File: config.mk
export PLATFORM = sky130hd
export DESIGN_NAME = cpu7_ibuf
export DESIGN_NICKNAME = d
export VERILOG_FILES = /design/src/rtl/cpu7_ibuf.sv
export SDC_FILE = /design/constraint.sdc
export NUM_CORES = 2
export LEC_CHECK = 0
export ABC_AREA = 0
export BUFFER_PORTS_ARGS = -buffer_cell sky130_fd_sc_hd__buf_2
export CORE_ASPECT_RATIO = 1.75
export CORE_MARGIN = 1.5
export CORE_UTILIZATION = 40
export CTS_CLUSTER_SIZE = 8
export DETAILED_ROUTE_END_ITERATION = 10
export MAX_ROUTING_LAYER = met4
export PLACE_DENSITY_LB_ADDON = 0.15
export SLEW_MARGIN = 25
export SYNTH_ARGS = -nofsm -noshare
export SYNTH_HDL_FRONTEND = slang
export SYNTH_SLANG_ARGS = --single-unit
File: constraint.sdc
create_clock -name clk -period 25.2 [get_ports clk]
set_input_delay 5.04 -clock clk [delete_from_list [all_inputs] [get_ports clk]]
set_output_delay 5.04 -clock clk [all_outputs]
set_load 0.02 [all_outputs]
File: src/rtl/cpu7_ibuf.sv
// cpu7_ibuf: circular instruction buffer between fetch and decode/issue.
//
// Up to FETCH_W instructions enter per fetch group. Up to ISSUE_W
// instructions leave per cycle, oldest first, from lane 0 upward.
//
// Ports
//   clk, reset     clock; synchronous active-high reset
//   fetch_*        fetch group: valid, slot-0 pc, slot count, packed slots,
//                  exception flag and exception code
//   fetch_ready    room for a full group (registered count only)
//   flush          branch redirect; empties the buffer at the next edge
//   issue_*        per-lane valid, instruction, pc, exception flag and code
//   issue_accept   number of lanes consumed this cycle, from lane 0 upward
//   occupancy      current entry count
//
// Handshake: a group transfers at a clock edge when
// fetch_valid & fetch_ready & (fetch_num != 0) & ~flush. While fetch_ready
// is low the group is ignored, and the producer holds it and retries.
// On the issue side, issue_accept may exceed the number of valid lanes;
// the excess is clipped.
module cpu7_ibuf #(
  parameter int DEPTH   = 8,
  parameter int FETCH_W = 4,
  parameter int ISSUE_W = 2,
  parameter int GRLEN   = 32,
  localparam int FW = $clog2(FETCH_W) + 1,
  localparam int IW = $clog2(ISSUE_W) + 1,
  localparam int OW = $clog2(DEPTH) + 1
) (
  input  logic                     clk,
  input  logic                     reset,
  input  logic                     fetch_valid,
  input  logic [GRLEN-1:0]         fetch_pc,
  input  logic [FW-1:0]            fetch_num,
  input  logic [32*FETCH_W-1:0]    fetch_rdata,
  input  logic                     fetch_ex,
  input  logic [5:0]               fetch_exccode,
  output logic                     fetch_ready,
  input  logic                     flush,
  output logic [ISSUE_W-1:0]       issue_valid,
  output logic [32*ISSUE_W-1:0]    issue_inst,
  output logic [GRLEN*ISSUE_W-1:0] issue_pc,
  output logic [ISSUE_W-1:0]       issue_ex,
  output logic [6*ISSUE_W-1:0]     issue_exccode,
  input  logic [IW-1:0]            issue_accept,
  output logic [OW-1:0]            occupancy
);

  localparam int PW = $clog2(DEPTH);

  logic [PW-1:0]    rd_ptr;
  logic [PW-1:0]    wr_ptr;
  logic [OW-1:0]    count;

  // Payload storage is deliberately not reset; validity comes from count.
  logic [31:0]      mem_inst [DEPTH];
  logic [GRLEN-1:0] mem_pc   [DEPTH];
  logic             mem_ex   [DEPTH];
  logic [5:0]       mem_code [DEPTH];

  logic [FW-1:0]    n_push;
  logic             push;
  logic [IW-1:0]    n_valid;
  logic [IW-1:0]    pop;

  // No credit for same-cycle pops: keeps fetch_ready off the issue path.
  assign fetch_ready = (int'(count) + FETCH_W <= DEPTH);
  assign occupancy   = count;

  // An exception group always occupies exactly one entry.
  always_comb begin
    n_push = '0;
    if (fetch_ex) begin
      n_push = FW'(1);
    end else if (int'(fetch_num) > FETCH_W) begin
      n_push = FW'(FETCH_W);
    end else begin
      n_push = fetch_num;
    end
  end

  assign push = fetch_valid & fetch_ready & (fetch_num != '0) & ~flush;

  // Lanes read straight from storage. An exception entry blocks every lane
  // behind it, so it can only issue as the last valid lane.
  always_comb begin
    logic [PW-1:0] idx;
    logic          blocked;
    idx           = '0;
    blocked       = 1'b0;
    n_valid       = '0;
    issue_valid   = '0;
    issue_inst    = '0;
    issue_pc      = '0;
    issue_ex      = '0;
    issue_exccode = '0;
    for (int i = 0; i < ISSUE_W; i++) begin
      idx                        = rd_ptr + PW'(i);
      issue_inst[32*i +: 32]     = mem_inst[idx];
      issue_pc[GRLEN*i +: GRLEN] = mem_pc[idx];
      issue_ex[i]                = mem_ex[idx];
      issue_exccode[6*i +: 6]    = mem_code[idx];
      if ((int'(count) > i) && !blocked) begin
        issue_valid[i] = 1'b1;
        n_valid        = n_valid + IW'(1);
        blocked        = mem_ex[idx];
      end
    end
  end

  assign pop = (issue_accept > n_valid) ? n_valid : issue_accept;

  always_ff @(posedge clk) begin
    if (reset || flush) begin
      rd_ptr <= '0;
      wr_ptr <= '0;
      count  <= '0;
    end else begin
      rd_ptr <= rd_ptr + PW'(pop);
      if (push) begin
        wr_ptr <= wr_ptr + PW'(n_push);
      end
      count <= count + (push ? OW'(n_push) : OW'(0)) - OW'(pop);
    end
  end

  // PCs advance by 4 per slot and wrap at GRLEN bits.
  always_ff @(posedge clk) begin
    if (push && !reset) begin
      for (int i = 0; i < FETCH_W; i++) begin
        if (i < int'(n_push)) begin
          if (fetch_ex) begin
            mem_inst[wr_ptr + PW'(i)] <= '0;
            mem_pc[wr_ptr + PW'(i)]   <= fetch_pc;
            mem_ex[wr_ptr + PW'(i)]   <= 1'b1;
            mem_code[wr_ptr + PW'(i)] <= fetch_exccode;
          end else begin
            mem_inst[wr_ptr + PW'(i)] <= fetch_rdata[32*i +: 32];
            mem_pc[wr_ptr + PW'(i)]   <= fetch_pc + GRLEN'(4 * i);
            mem_ex[wr_ptr + PW'(i)]   <= 1'b0;
            mem_code[wr_ptr + PW'(i)] <= '0;
          end
        end
      end
    end
  end

endmodule

==> flow_summary.toml <==
[floorplan]
die_height_microns = 439
initial_cell_density_of_the_core = 0.404
dieWidth_microns = 252
die-area_sq_mm = 0.110
io_pins = 325
core_region_area_sq_mm = 0.107
placement_rows = 159

[job]
maxCapViolations = 0

[sta]
fin_tns_setup_ns = 0
timing.max_slew.rel_slack = 0.202
fmax_mhz = 106
report.final.slew_viol_count = 0
worst_setup_slack_after_layout_ns = 15.78
setup_viol_count_final = 0
timing_worst_slew_pin_value_ns = 1.19
rsz0062_at_grt = "false"
hold_viol = 0
final_period_minus_worst_setup_slack_ns = 9.42
final_min_period_over_clock_period = 0.374
timing.clock.skew_ns = 0.0413

[detailed_routing]
total_via_count_after_detailed_routing = 41199
remaining_drcs = 0
first_pass_iters = 10
number_of_drc_markers_after_the_initial_detailed_route_iteration = 5800
routed.top_layer = "met4"
drt-wirelength-per-cell_microns = 44.0
wl_mm = 243
wl_met1_mm = 79.8
met3_wirelength_mm = 26.0
met2_wirelength_mm = 109
ant_nets = 0
viasPerCell = 7.47

[setup_path]
crit_path_max_fanout = 53
timing.critical_path.arrival_ns = 4.38
setup.worst_path.class = "flip-flop to output pin"
kind_of_launch_point_of_the_worst_setup_path = "flip-flop"
endpoint_kind = "output pin"
worstPathRequired_ns = 20.16

[clocking]
cts_tree = "built"
numCtsBuffers = 82
htree_levels = 3
clk_slew_on_worst_s_h_paths_ns = 0.04
clk_root_buffer_cell = "sky130_fd_sc_hd__clkbuf_16"
ctsLongestPathBuffers = 3
post_cts_buffers = 0
cts-resized-gates = 0
cts.sink_count = 578
cts_hold_buf = 0
clkLatencyLatePin_ns = 0.73

[global_route]
initial_antenna_violation_count = 33
first_global_vias = 40511
gr-usage-all-layers = 0.448
grt_first_pass_wirelength_mm = 330
grt_start_max_net_pins = 102
globalRoute.totalOverflow = 0

[hold_path]
worstHoldPathType = "flip-flop to flip-flop"

[yosys]
yosysWarningCount = 0
synth_area_sq_mm = 0.0434
synth_seq_cells = 578
synth-async-reset-ratio = 0
synth.lib_cells_used.distinct = 99
syn_avg_cell_area_sq_um = 10.8
post_synth_main_area_contributors = "sky130_fd_sc_hd__edfxtp_1, sky130_fd_sc_hd__mux4_2, sky130_fd_sc_hd__mux2_2"
synthDominantCellAreaShare = 0.393
synth_seq_area_share = 0.398
synth-edff-count = 568
synthesis.nets = 4216
synth.cells.most_frequent = "sky130_fd_sc_hd__edfxtp_1, sky130_fd_sc_hd__nor2_1, sky130_fd_sc_hd__clkbuf_1"
yosysTopAreaCell = "sky130_fd_sc_hd__edfxtp_1"
synthMostInstantiatedCell = "sky130_fd_sc_hd__edfxtp_1"
synthCells = 4018
synth_ff_type = "sky130_fd_sc_hd__edfxtp_1"

[finish]
final_util = 0.454
final_net_count = 4283
final_cells = 5515
area_growth_pct = 12.5
final_cell_area_sq_mm = 0.0488
filler_cell_count = 10110
ff_latch_area_sq_mm = 0.0173
layout_cells_sized_above_1 = 0.280
multi_input_area_sq_mm = 0.0244

[run_status]
status = "finished clean"

[placed_design]
detailed_place_hpwl_mm = 160
finalWeightedCongestion = 1.08
place.port_buffers = 324
place.detailed.instances = 5369
pre_cts_setup_slack_ns = 15.35
dpl_cell_area_sq_mm = 0.0464

[pwr]
power.ir.vdd_worst_v = 0.0000534
power_density_mw_per_mm2 = 67.5
leakage_nw = 15.3
metrics by stage:
stage | hold slack, ns | power (mW)
6_report | 0.731 | 3.29
2_1_floorplan | 0.578 | 1.90
3_3_place_gp | 0.699 | 2.25
5_1_grt | 0.768 | 3.38
3_5_place_dp | 0.721 | 2.26
4_1_cts | 0.736 | 3.29
report_power, final:
part           switching [mW]  total [mW]  internal, mW
Combinational           0.668        1.14         0.475
Clock                   0.449        1.04         0.591
Sequential             0.0273        1.11          1.08
Total                    1.15        3.29          2.15
registers in the layout, indices dropped and copies added (netlist names):
name and flops:
mem_code 48, mem_ex 8, mem_inst 256, mem_pc 256
occupancy 4, rd_ptr 3, wr_ptr 3
cell type report:
cell class	count	share of cell area
Antenna cell	41	0.00210
Clock inverter	8	0.00267
Sequential cell	578	0.354
Clock buffer	97	0.0437
Inverter	33	0.00254
Multi-Input combinational cell	2909	0.501
Timing Repair Buffer	481	0.0587
Tap cell	1368	0.0351
cell usage in the layout (no fill, tap or decap), types with 20 or more instances in the layout:
| cell | synthesis | routed |
|---|---|---|
| sky130_fd_sc_hd__o221ai_1 | 23 | 23 |
| sky130_fd_sc_hd__nor4_1 | 28 | 21 |
| sky130_fd_sc_hd__buf_2 | 84 | 324 |
| sky130_fd_sc_hd__diode_2 | 0 | 41 |
| sky130_fd_sc_hd__xor2_1 | 37 | 36 |
| sky130_fd_sc_hd__buf_4 | 3 | 151 |
| sky130_fd_sc_hd__o211ai_1 | 124 | 124 |
| sky130_fd_sc_hd__xnor2_1 | 128 | 127 |
| sky130_fd_sc_hd__a22oi_1 | 148 | 148 |
| sky130_fd_sc_hd__nand4_1 | 46 | 46 |
| sky130_fd_sc_hd__nor3_2 | 11 | 21 |
| sky130_fd_sc_hd__mux2_2 | 152 | 152 |
| sky130_fd_sc_hd__a31oi_1 | 28 | 28 |
| sky130_fd_sc_hd__and2_1 | 20 | 21 |
| sky130_fd_sc_hd__edfxtp_1 | 568 | 568 |
| sky130_fd_sc_hd__a222oi_1 | 44 | 44 |
| sky130_fd_sc_hd__a211oi_1 | 35 | 35 |
| sky130_fd_sc_hd__clkbuf_16 | 0 | 83 |
| sky130_fd_sc_hd__nor2b_1 | 57 | 56 |
| sky130_fd_sc_hd__o31ai_1 | 20 | 20 |
| sky130_fd_sc_hd__a221oi_1 | 115 | 115 |
| sky130_fd_sc_hd__nor3_1 | 79 | 63 |
| sky130_fd_sc_hd__nand2_1 | 237 | 231 |
| sky130_fd_sc_hd__o21ai_0 | 154 | 153 |
| sky130_fd_sc_hd__nor2_1 | 354 | 343 |
| sky130_fd_sc_hd__a21oi_1 | 224 | 222 |
| sky130_fd_sc_hd__mux4_2 | 284 | 284 |
| sky130_fd_sc_hd__inv_1 | 31 | 31 |
| sky130_fd_sc_hd__o22ai_1 | 71 | 70 |
| sky130_fd_sc_hd__nand3_1 | 96 | 87 |
| sky130_fd_sc_hd__o21a_1 | 82 | 81 |
cells by family after synthesis:
logic type               share of synthesized area
multiplexers                                 0.191
AO/OA/AOI/OAI                                0.195
XOR/XNOR                                    0.0345
AND/OR/NAND/NOR                              0.124
buffers and inverters                       0.0502
flip-flops                                   0.398
adder cells (fa/ha/maj)                    0.00704
final timing paths:
path / startpoint / endpoint / slack, ns / cells past startpoint
worst max register to register: rd_ptr[0]$_SDFF_PP0_ / occupancy[3]$_SDFF_PP0_ / 19.40 / 18
worst min register to register: occupancy[0]$_SDFF_PP0_ / occupancy[0]$_SDFF_PP0_ / 0.73 / 2
worst min-delay path: occupancy[0]$_SDFF_PP0_ / occupancy[0]$_SDFF_PP0_ / 0.73 / 2
worst max-delay path: rd_ptr[1]$_SDFF_PP0_ / issue_pc[61] / 15.78 / 5
worst max-delay path, stage by stage, from the launching register on:
cell and delay, ns:
sky130_fd_sc_hd__dfxtp_4 0.87, sky130_fd_sc_hd__ha_4 0.72, sky130_fd_sc_hd__buf_4 0.89, sky130_fd_sc_hd__mux4_2 0.46, sky130_fd_sc_hd__mux2_2 0.39, sky130_fd_sc_hd__buf_2 0.20
metal layers:
metal / vias to the layer above / GRT usage
li1: 16170 / -
met1: 20545 / 0.481
met2: 3299 / 0.667
met3: 1185 / 0.123
met4: 0 / 0.422
met5: - / -
No activity file was read; power rests on OpenSTA's default activity.
